$ cat config.mk
export PLATFORM = sky130hd
export DESIGN_NAME = bsg_nonsynth_dramsim3_map_arb_flat
export DESIGN_NICKNAME = d
export VERILOG_FILES = /design/src/rtl/bsg_nonsynth_dramsim3_map_arb_if.sv /design/src/rtl/bsg_nonsynth_dramsim3_map_arb.sv /design/src/flat_wrapper.sv
export SDC_FILE = /design/constraint.sdc
export NUM_CORES = 1
export LEC_CHECK = 0
export CORE_MARGIN = 3
export CORE_UTILIZATION = 52
export CTS_CLUSTER_DIAMETER = 40
export DETAILED_ROUTE_END_ITERATION = 12
export PLACE_DENSITY = 0.89
export SYNTH_ARGS = -nofsm -noshare
export SYNTH_HDL_FRONTEND = slang
export SYNTH_SLANG_ARGS = --single-unit
$ cat constraint.sdc
create_clock -name clk_i -period 2.59 [get_ports clk_i]
set_input_delay 0.259 -clock clk_i [delete_from_list [all_inputs] [get_ports clk_i]]
set_output_delay 0.259 -clock clk_i [all_outputs]
set_load 0.02 [all_outputs]
$ cat src/rtl/bsg_nonsynth_dramsim3_map_arb_if.sv
// Request bus between the channel ports, the map/arbitrate front end
// and the single DRAMSim3 request port.
interface bsg_nonsynth_dramsim3_map_arb_if #(
    parameter int num_channels_p       = 2,
    parameter int channel_addr_width_p = 16
);
    localparam int lg_num_channels_lp =
        (num_channels_p > 1) ? $clog2(num_channels_p) : 0;
    localparam int addr_width_lp =
        lg_num_channels_lp + channel_addr_width_p;
    localparam int ch_id_width_lp =
        (lg_num_channels_lp > 0) ? lg_num_channels_lp : 1;

    logic [num_channels_p-1:0] v_i;
    logic [num_channels_p-1:0][channel_addr_width_p-1:0] ch_addr_i;
    logic [num_channels_p-1:0] write_i;
    logic [num_channels_p-1:0] ready_o;

    logic                      v_o;
    logic [addr_width_lp-1:0]  addr_o;
    logic                      write_o;
    logic [ch_id_width_lp-1:0] ch_id_o;
    logic                      ready_i;

    modport slave (
        input  v_i, ch_addr_i, write_i, ready_i,
        output ready_o, v_o, addr_o, write_o, ch_id_o
    );

    modport master (
        output v_i, ch_addr_i, write_i, ready_i,
        input  ready_o, v_o, addr_o, write_o, ch_id_o
    );
endinterface

$ cat src/rtl/bsg_nonsynth_dramsim3_map_arb.sv
// Round-robin channel arbiter with DRAMSim3 address mapping and a
// 2-entry non-bypassing output FIFO.
module bsg_nonsynth_dramsim3_map_arb #(
    parameter int channel_addr_width_p = 16,
    parameter int data_width_p         = 64,
    parameter int num_channels_p       = 2,
    parameter int num_columns_p        = 16,
    parameter int num_ba_p             = 4,
    parameter int num_bg_p             = 2,
    parameter int num_ranks_p          = 2,
    parameter int count_width_p        = 16
) (
    input  logic clk_i,
    input  logic reset_n_i,
    input  logic [1:0] mode_i,
    bsg_nonsynth_dramsim3_map_arb_if.slave bus,
    output logic [num_channels_p-1:0][count_width_p-1:0] count_o,
    output logic mode_err_o
);
    localparam int N = num_channels_p;
    localparam int LG = (N > 1) ? $clog2(N) : 0;
    localparam int CHW = (LG > 0) ? LG : 1;
    localparam int AW = LG + channel_addr_width_p;
    localparam int BYTES = data_width_p / 8;
    localparam int OFF = (BYTES > 1) ? $clog2(BYTES) : 1;
    localparam int COL = $clog2(num_columns_p);
    localparam int BA = $clog2(num_ba_p);
    localparam int BG = $clog2(num_bg_p);
    localparam int RK = $clog2(num_ranks_p);

    logic [CHW-1:0] r_last;
    logic [AW-1:0]  r_addr [2];
    logic           r_write [2];
    logic [CHW-1:0] r_chid [2];
    logic           r_wptr;
    logic           r_rptr;
    logic [1:0]     r_cnt;
    logic [N-1:0][count_width_p-1:0] r_count;
    logic           r_err;

    logic [N-1:0]   w_vrot;
    logic           w_found;
    logic [CHW-1:0] w_grant;
    logic           w_full;
    logic           w_push;
    logic           w_pop;
    logic [AW-1:0]  w_a;
    logic [AW-1:0]  w_ch;
    logic [AW-1:0]  w_map;

    assign w_full = (r_cnt == 2'd2);
    assign w_pop  = bus.v_o & bus.ready_i;
    assign w_push = w_found & ~w_full;

    // Rotate requests so position 0 is the channel after last_grant.
    always_comb begin
        w_vrot = N'({bus.v_i, bus.v_i} >> (int'(r_last) + 1));
    end

    // Pick the first valid channel in rotated order.
    always_comb begin
        w_found = 1'b0;
        w_grant = '0;
        for (int i = 0; i < N; i++) begin
            if (!w_found && w_vrot[i]) begin
                w_found = 1'b1;
                w_grant = CHW'((int'(r_last) + 1 + i) % N);
            end
        end
    end

    // Per-channel accept: only the winner, and only with space left.
    always_comb begin
        bus.ready_o = '0;
        if (w_push) begin
            bus.ready_o = N'(1) << w_grant;
        end
    end

    // Map the winner's channel-local address into flat memory space.
    always_comb begin
        w_a   = AW'(bus.ch_addr_i[w_grant]);
        w_ch  = AW'(w_grant);
        w_map = '0;
        unique case (mode_i)
            2'd1: begin
                w_map = ((w_a >> (OFF + COL)) << (OFF + COL + LG))
                      | (w_ch << (OFF + COL))
                      | ((((w_a >> OFF) & ((AW'(1) << COL) - AW'(1))))
                         << OFF);
            end
            2'd2: begin
                w_map = ((((w_a >> OFF) & ((AW'(1) << COL) - AW'(1))))
                         << OFF)
                      | ((((w_a >> (OFF + COL + BA))
                          & ((AW'(1) << BG) - AW'(1))))
                         << (OFF + COL))
                      | ((((w_a >> (OFF + COL))
                          & ((AW'(1) << BA) - AW'(1))))
                         << (OFF + COL + BG))
                      | ((((w_a >> (OFF + COL + BA + BG))
                          & ((AW'(1) << RK) - AW'(1))))
                         << (OFF + COL + BG + BA))
                      | (w_ch << (OFF + COL + BG + BA + RK))
                      | ((w_a >> (OFF + COL + BA + BG + RK))
                         << (OFF + COL + BG + BA + RK + LG));
            end
            default: begin
                w_map = ((w_a >> OFF) << (OFF + LG))
                      | (w_ch << OFF);
            end
        endcase
    end

    // FIFO storage, pointers and occupancy.
    always_ff @(posedge clk_i or negedge reset_n_i) begin
        if (!reset_n_i) begin
            r_addr[0]  <= '0;
            r_addr[1]  <= '0;
            r_write[0] <= 1'b0;
            r_write[1] <= 1'b0;
            r_chid[0]  <= '0;
            r_chid[1]  <= '0;
            r_wptr     <= 1'b0;
            r_rptr     <= 1'b0;
            r_cnt      <= 2'd0;
        end else begin
            if (w_push) begin
                r_addr[r_wptr]  <= w_map;
                r_write[r_wptr] <= bus.write_i[w_grant];
                r_chid[r_wptr]  <= w_grant;
                r_wptr          <= ~r_wptr;
            end
            if (w_pop) begin
                r_rptr <= ~r_rptr;
            end
            unique case ({w_push, w_pop})
                2'b10:   r_cnt <= r_cnt + 2'd1;
                2'b01:   r_cnt <= r_cnt - 2'd1;
                default: r_cnt <= r_cnt;
            endcase
        end
    end

    // Round-robin pointer, acceptance counters and sticky mode error.
    always_ff @(posedge clk_i or negedge reset_n_i) begin
        if (!reset_n_i) begin
            r_last  <= CHW'(N - 1);
            r_count <= '0;
            r_err   <= 1'b0;
        end else begin
            if (w_push) begin
                r_last <= w_grant;
                if (mode_i == 2'd3) begin
                    r_err <= 1'b1;
                end
            end
            for (int g = 0; g < N; g++) begin
                if (w_push && (w_grant == CHW'(g))) begin
                    r_count[g] <= r_count[g] + count_width_p'(1);
                end
            end
        end
    end

    assign bus.v_o     = (r_cnt != 2'd0);
    assign bus.addr_o  = r_addr[r_rptr];
    assign bus.write_o = r_write[r_rptr];
    assign bus.ch_id_o = r_chid[r_rptr];
    assign count_o     = r_count;
    assign mode_err_o  = r_err;
endmodule

$ cat src/flat_wrapper.sv
// flat-port wrapper written by rule: the top's interface ports become plain ports
module bsg_nonsynth_dramsim3_map_arb_flat 
#(
    parameter int channel_addr_width_p = 16,
    parameter int data_width_p         = 64,
    parameter int num_channels_p       = 2,
    parameter int num_columns_p        = 16,
    parameter int num_ba_p             = 4,
    parameter int num_bg_p             = 2,
    parameter int num_ranks_p          = 2,
    parameter int count_width_p        = 16
)
  (clk_i, reset_n_i, mode_i, count_o, mode_err_o, bus_v_i, bus_ch_addr_i, bus_write_i, bus_ready_i, bus_ready_o, bus_v_o, bus_addr_o, bus_write_o, bus_ch_id_o);
  bsg_nonsynth_dramsim3_map_arb_if #(.num_channels_p(num_channels_p), .channel_addr_width_p(channel_addr_width_p)) bus_i ();
  input  logic clk_i;
  input  logic reset_n_i;
  input  logic [1:0] mode_i;
  output logic [num_channels_p-1:0][count_width_p-1:0] count_o;
  output logic mode_err_o;
  input wire logic [$bits(bus_i.v_i)-1:0] bus_v_i;
  input wire logic [$bits(bus_i.ch_addr_i)-1:0] bus_ch_addr_i;
  input wire logic [$bits(bus_i.write_i)-1:0] bus_write_i;
  input wire logic [$bits(bus_i.ready_i)-1:0] bus_ready_i;
  output wire logic [$bits(bus_i.ready_o)-1:0] bus_ready_o;
  output wire logic [$bits(bus_i.v_o)-1:0] bus_v_o;
  output wire logic [$bits(bus_i.addr_o)-1:0] bus_addr_o;
  output wire logic [$bits(bus_i.write_o)-1:0] bus_write_o;
  output wire logic [$bits(bus_i.ch_id_o)-1:0] bus_ch_id_o;
  assign bus_i.v_i = bus_v_i;
  assign bus_i.ch_addr_i = bus_ch_addr_i;
  assign bus_i.write_i = bus_write_i;
  assign bus_i.ready_i = bus_ready_i;
  assign bus_ready_o = bus_i.ready_o;
  assign bus_v_o = bus_i.v_o;
  assign bus_addr_o = bus_i.addr_o;
  assign bus_write_o = bus_i.write_o;
  assign bus_ch_id_o = bus_i.ch_id_o;
  bsg_nonsynth_dramsim3_map_arb #(.channel_addr_width_p(channel_addr_width_p), .data_width_p(data_width_p), .num_channels_p(num_channels_p), .num_columns_p(num_columns_p), .num_ba_p(num_ba_p), .num_bg_p(num_bg_p), .num_ranks_p(num_ranks_p), .count_width_p(count_width_p)) u_core (.clk_i(clk_i), .reset_n_i(reset_n_i), .mode_i(mode_i), .bus(bus_i), .count_o(count_o), .mode_err_o(mode_err_o));
endmodule
==> flow_metrics.env, run 1 <==
export IMPL_fin_worst_skew_ps=10.13
export IMPL_die_h_um=87.69
export IMPL_synthArstFlopShare_pct=100.0
export IMPL_place_gp_congestion=0.8088
export IMPL_ys_warn_count=0
export IMPL_min_to="u_core.mode_err_o"
export IMPL_die_w_um=87.69
export IMPL_outcome="complete, no violations"
export IMPL_die_area_mm2=0.007689
export IMPL_hold_viol_final=0
export IMPL_dp_cells=469
export IMPL_arrival_ps=2060
export IMPL_synth_seq_cells=70
export IMPL_viasPerCell=5.315
export IMPL_grt_overflow_total=0
export IMPL_p_total_w=0.005074
export IMPL_synth_edf_count=0
export IMPL_synthTopCellsByCount="69 x dfrtp_1, 41 x nand2_1, 28 x mux2_2, 23 x o21ai_0, 20 x xnor2_1"
export IMPL_drc=0
export IMPL_maxSlewHeadroom_pct=52.78
export IMPL_syn_cell_area_mm2=0.003470
export IMPL_grt_usage_pct=20.08
export IMPL_htreeDepth=3
export IMPL_root_buffer="clkbuf_8"
export IMPL_synth_flop_cell="dfrtp_1"
export IMPL_hold_path_class="register to register"
export IMPL_stdcell_count=486
export IMPL_postCtsHoldBufs=1
export IMPL_p_per_area_mw_per_mm2=1095
export IMPL_crit_path_max_fanout=6
export IMPL_fin_setup_tns_ps=0
export IMPL_grt_pass1_wl_um=12110
export IMPL_fin_crit_sh_pct=89.70
export IMPL_critPathLaunchType="primary input"
export IMPL_cts_buffers=9
export IMPL_slowest_delay_ps=690
export IMPL_drive_above_1_share_pct=14.91
export IMPL_grt_max_degree=42
export IMPL_first_pass_iters=6
export IMPL_fillers=482
export IMPL_synth_top_area_cell="dfrtp_1"
export IMPL_cts_tree="done"
export IMPL_ios=96
export IMPL_layout_nets=451
export IMPL_hold_start="u_core.mode_err_o"
export IMPL_clock_latency_ps=330
export IMPL_grtUsageMet3_pct=4.704
export IMPL_routed_wl_um=7360
export IMPL_finish_utilization_pct=72.14
export IMPL_crit_chain="clkdlybuf4s50_1 > a21bo_1 > nor2_1 > clkdlybuf4s50_1"
export IMPL_syn_to_final_growth_pct=33.54
export IMPL_use_met1_pct=27.11
export IMPL_cp_slowest_cell="clkdlybuf4s50_1"
export IMPL_r2r_start="u_core.r_last"
export IMPL_num_vias=2583
export IMPL_holdPathStages=1
export IMPL_clock_fmax_mhz=430.4
export IMPL_wl_per_cell_um=15.14
export IMPL_core_mm2=0.006422
export IMPL_grt_pass1_vias=2539
export IMPL_yosysMostFrequentCell="dfrtp_1"
export IMPL_finalMaxSlewViolations=0
export IMPL_fp_row_count=29
export IMPL_path_clk_slew_ps=70
export IMPL_post_cts_repair_setup_buffers=0
export IMPL_dp_hpwl_um=5375
export IMPL_ys_types=49
export IMPL_ctsLongestPathBuffers=2
export IMPL_cts_resized=0
export IMPL_period_minus_slack_ps=2323
export IMPL_use_met2_pct=32.53
export IMPL_yosys_top_cells_area="dfrtp_1 50%, mux2_2 9.1%, xnor2_1 5.0%"
export IMPL_worst_r2r_path_depth=5
export IMPL_r2r_end="u_core.r_addr[5]"
export IMPL_peakVddDrop_uv=734.5
export IMPL_p_leak_nw=2.048
export IMPL_worst_setup_path_type="primary input to primary output"
export IMPL_synth_top_area_share_pct=49.77
export IMPL_start_util_pct=54.02
export IMPL_r2r_setup_slack_ps=760
export IMPL_rsz0062_at_grt="false"
export IMPL_drt_initial_drc_count=77
export IMPL_antenna_found_initial=0
export IMPL_ys_seq_area_share_pct=50.52
export IMPL_synthCells=311
export IMPL_tightest_slew_ps=708.3
export IMPL_antennaDiodeCount=0
export IMPL_crit_path_end_kind="primary output"
export IMPL_setup_viol=0
export IMPL_grt_busiest_layer="met2"
export IMPL_ant_nets=0
export IMPL_avgSynthCellArea_um2=11.16
export IMPL_cpMostUsedCell="clkdlybuf4s50_1"
export IMPL_maxCapViolations=0
export IMPL_clock_sinks=70
export IMPL_cp_required_ps=2330
export IMPL_port_buffer_count=86
[cell type report]
cell class	instances	area (um^2)	area share [%]
Sequential cell	70	1753	37.83
Multi-Input combinational cell	221	1607	34.67
Timing Repair Buffer	94	930.9	20.09
Clock buffer	13	148.9	3.214
Tap cell	77	96.34	2.079
Clock inverter	3	67.56	1.458
Inverter	8	30.03	0.6481
[state kept, by name (all words and copies together) (netlist names)]
name	flops
u_core.r_write	2
u_core.count_o	32
u_core.r_last	1
u_core.r_wptr	1
u_core.mode_err_o	1
u_core.r_addr	28
u_core.r_chid	2
u_core.r_cnt	2
u_core.r_rptr	1
[per-layer routing]
| layer | routed length (um) | vias to the layer above |
|---|---|---|
| met2 | 3563 | 78 |
| met4 | 60 | 0 |
| met1 | 3351 | 1237 |
| met5 | 0 | - |
| met3 | 384 | 6 |
| li1 | - | 1262 |
[cell families after synthesis]
kind of cell | synth area share, %
and+or+nand+nor | 14.46
DFF | 50.52
AOI/OAI and AO/OA | 7.898
muxes | 12.87
xor gates and xnor gates | 8.583
buffers and inverters | 3.390
adders and majority gates | 2.164
other | 0.1081
[critical path, delay by kind of cell]
family                 cells  cell delay, ps
AO/OA/AOI/OAI              1             240
buffers and inverters      2            1250
AND/OR/NAND/NOR            1             320
[worst max path at each step]
stage	from	slack, ps	depth (start not counted)	to
after floorplan	u_core.r_last	920	4	u_core.count_o[17]
after global placement	bus_v_i[1]	300	4	bus_ready_o[1]
after detailed placement	bus_v_i[1]	290	4	bus_ready_o[1]
after CTS	bus_v_i[1]	280	4	bus_ready_o[1]
after global routing	u_core.r_cnt[1]	150	3	bus_ready_o[1]
final	bus_v_i[1]	270	4	bus_ready_o[1]
[cell usage in the layout (no fill, tap or decap), types with 3 or more instances in the layout]
master	Yosys	final
o21ai_0	23	23
clkdlybuf4s50_1	0	85
nor2_1	9	9
xor2_1	14	14
clkbuf_8	0	10
nand4_1	7	7
buf_4	5	6
inv_1	8	8
xnor2_1	20	20
and3_1	5	5
a21o_1	3	3
dfrtp_1	69	69
ha_1	6	6
o22ai_1	3	3
nand2_1	41	41
clkbuf_1	5	3
nor3_1	5	5
conb_1	1	3
nand3_1	11	11
mux2_2	28	28
mux2i_1	12	12
[per-stage QoR]
step                      setup slack (ps)  area (um^2)  hold slack, ps
after floorplan                      918.3         3477          -36.59
after global placement               300.6         4407           324.9
after detailed placement             286.2         4407           343.0
after CTS                            279.0         4633           459.3
after global routing                 151.5         4633           472.8
final                                266.6         4633           457.5
[power breakdown]
group | switching (W) | internal [W]
clock | 0.000390 | 0.000571
combinational | 0.00116 | 0.00115
sequential | 0.000309 | 0.00149
total | 0.00186 | 0.00322
No activity file was read; power rests on OpenSTA's default activity.
==> run 2: changes to the inputs <==
--- a/config.mk
+++ b/config.mk
@@ -6,10 +6,10 @@
 export NUM_CORES = 1
 export LEC_CHECK = 0
 export CORE_MARGIN = 3
-export CORE_UTILIZATION = 52
+export CORE_UTILIZATION = 48
 export CTS_CLUSTER_DIAMETER = 40
 export DETAILED_ROUTE_END_ITERATION = 12
-export PLACE_DENSITY = 0.89
+export PLACE_DENSITY = 0.83
 export SYNTH_ARGS = -nofsm -noshare
 export SYNTH_HDL_FRONTEND = slang
 export SYNTH_SLANG_ARGS = --single-unit
==> run 2 against run 1 <==
- utilization down 4.8 points
- critical path depth down 1
- non-clock buffer count increased by 3
- critical path type is now register to primary output
- largest cell class unchanged
- largest power group unchanged
==> flow_metrics.env, run 2 (synthesis results as in run 1) <==
export IMPL_grt_usage_pct=18.77
export IMPL_routed_wl_um=7482
export IMPL_fin_worst_skew_ps=11.51
export IMPL_ctsLongestPathBuffers=2
export IMPL_grt_max_degree=29
export IMPL_wl_per_cell_um=14.73
export IMPL_maxCapViolations=0
export IMPL_tightest_slew_ps=601.1
export IMPL_final_common_cell="clkdlybuf4s50_1"
export IMPL_peakVddDrop_uv=831.4
export IMPL_cts_buffers=9
export IMPL_layout_common_cells="85 x clkdlybuf4s50_1, 69 x dfrtp_1, 41 x nand2_1, 28 x mux2_2, 23 x o21ai_0"
export IMPL_die_w_um=91.02
export IMPL_p_leak_nw=2.049
export IMPL_htreeDepth=3
export IMPL_drt_initial_drc_count=51
export IMPL_die_area_mm2=0.008285
export IMPL_p_per_area_mw_per_mm2=1077
export IMPL_clock_sinks=70
export IMPL_port_buffer_count=86
export IMPL_root_buffer="clkbuf_8"
export IMPL_layout_nets=454
export IMPL_hold_viol_final=0
export IMPL_fin_crit_sh_pct=87.91
export IMPL_maxSlewHeadroom_pct=59.92
export IMPL_clock_latency_ps=330
export IMPL_fp_row_count=30
export IMPL_syn_to_final_growth_pct=34.04
export IMPL_place_gp_congestion=0.8087
export IMPL_setup_viol=0
export IMPL_rsz0062_at_grt="false"
export IMPL_grt_pass1_vias=2729
export IMPL_drc=0
export IMPL_grt_overflow_total=0
export IMPL_r2r_start="u_core.r_cnt[0]"
export IMPL_grt_pass1_wl_um=12660
export IMPL_outcome="complete, no violations"
export IMPL_finalMaxSlewViolations=0
export IMPL_hold_path_class="register to register"
export IMPL_ant_nets=0
export IMPL_start_util_pct=50.24
export IMPL_arrival_ps=2020
export IMPL_clock_fmax_mhz=439.2
export IMPL_first_pass_iters=4
export IMPL_r2r_end="u_core.r_cnt[1]"
export IMPL_cts_tree="done"
export IMPL_r2r_setup_slack_ps=730
export IMPL_path_clk_slew_ps=70
export IMPL_period_minus_slack_ps=2277
export IMPL_startpoint="u_core.r_rptr"
export IMPL_critPathLaunchType="register"
export IMPL_core_mm2=0.006907
export IMPL_dp_hpwl_um=5527
export IMPL_drive_above_1_share_pct=16.02
export IMPL_antennaDiodeCount=0
export IMPL_fin_setup_tns_ps=0
export IMPL_crit_end="bus_addr_o[16]"
export IMPL_largest_reg_flops=32
export IMPL_crit_path_end_kind="primary output"
export IMPL_worst_setup_path_type="register to primary output"
export IMPL_cts_resized=0
export IMPL_viasPerCell=5.177
export IMPL_num_vias=2630
export IMPL_cp_required_ps=2330
export IMPL_crit_path_max_fanout=12
export IMPL_antenna_found_initial=0
export IMPL_ios=96
export IMPL_die_h_um=91.02
export IMPL_finish_utilization_pct=67.34
export IMPL_worst_r2r_path_depth=6
==> run 2: worst min path at each step <==
stage                           start                 to  slack (ps)  cells after the start
global placement            reset_n_i  u_core.r_addr[26]         290                      1
detailed placement          reset_n_i   u_core.r_addr[9]         300                      1
global route        u_core.mode_err_o  u_core.mode_err_o         480                      1
floorplan                   reset_n_i  u_core.count_o[0]         -40                      0
CTS                         reset_n_i   u_core.r_addr[9]         470                      2
finish              u_core.mode_err_o  u_core.mode_err_o         470                      1
==> run 2: layout make-up <==
type                       count  area, um^2
tap                           96       120.1
timing repair buffer          97       940.9
inverter                       8       30.03
fill                         556        2256
sequential                    70        1753
multi-input combinational    221        1607
clock inverter                 5       58.81
clock buffer                  11       141.4
==> run 2: report_power, final <==
group	internal [W]	total [W]	switching [W]
clock	0.000471	0.000868	0.000397
sequential	0.00149	0.00181	0.000314
combinational	0.00117	0.00233	0.00116
total	0.00313	0.00501	0.00187
==> run 2: worst max-delay path, cell delays in order, from the launching register on <==
cell	delay [ps]
dfrtp_1	510
buf_4	280
mux2_2	350
clkdlybuf4s50_1	550
==> run 2: timing repair <==
action,4_1_cts,5_1_grt
endpoints found under the hold margin,26,0
hold buffers,1,0
buffers inserted,0,0
==> run 2: metal layers <==
layer / up-vias / GRT usage (%) / part of all wire (%)
met5: - / 0 / 0
met4: 0 / 7.789 / 1.4
li1: 1264 / - / -
met3: 10 / 4.225 / 4.8
met2: 72 / 29.55 / 48
met1: 1284 / 25.05 / 45
==> run 2: through the flow <==
| stage | std cells | power (W) | instance area [um^2] | setup slack [ps] | hold slack (ps) |
|---|---|---|---|---|---|
| 2_1_floorplan | 313 | 0.003213 | 3477 | 918.3 | -36.59 |
| 3_3_place_gp | 491 | 0.004099 | 4441 | 414.0 | 290.4 |
| 3_5_place_dp | 491 | 0.004174 | 4441 | 363.0 | 303.2 |
| 4_1_cts | 508 | 0.005066 | 4651 | 287.1 | 469.1 |
| 5_1_grt | 508 | 0.005335 | 4651 | 247.4 | 480.1 |
| 6_report | 508 | 0.005007 | 4651 | 313.1 | 465.8 |
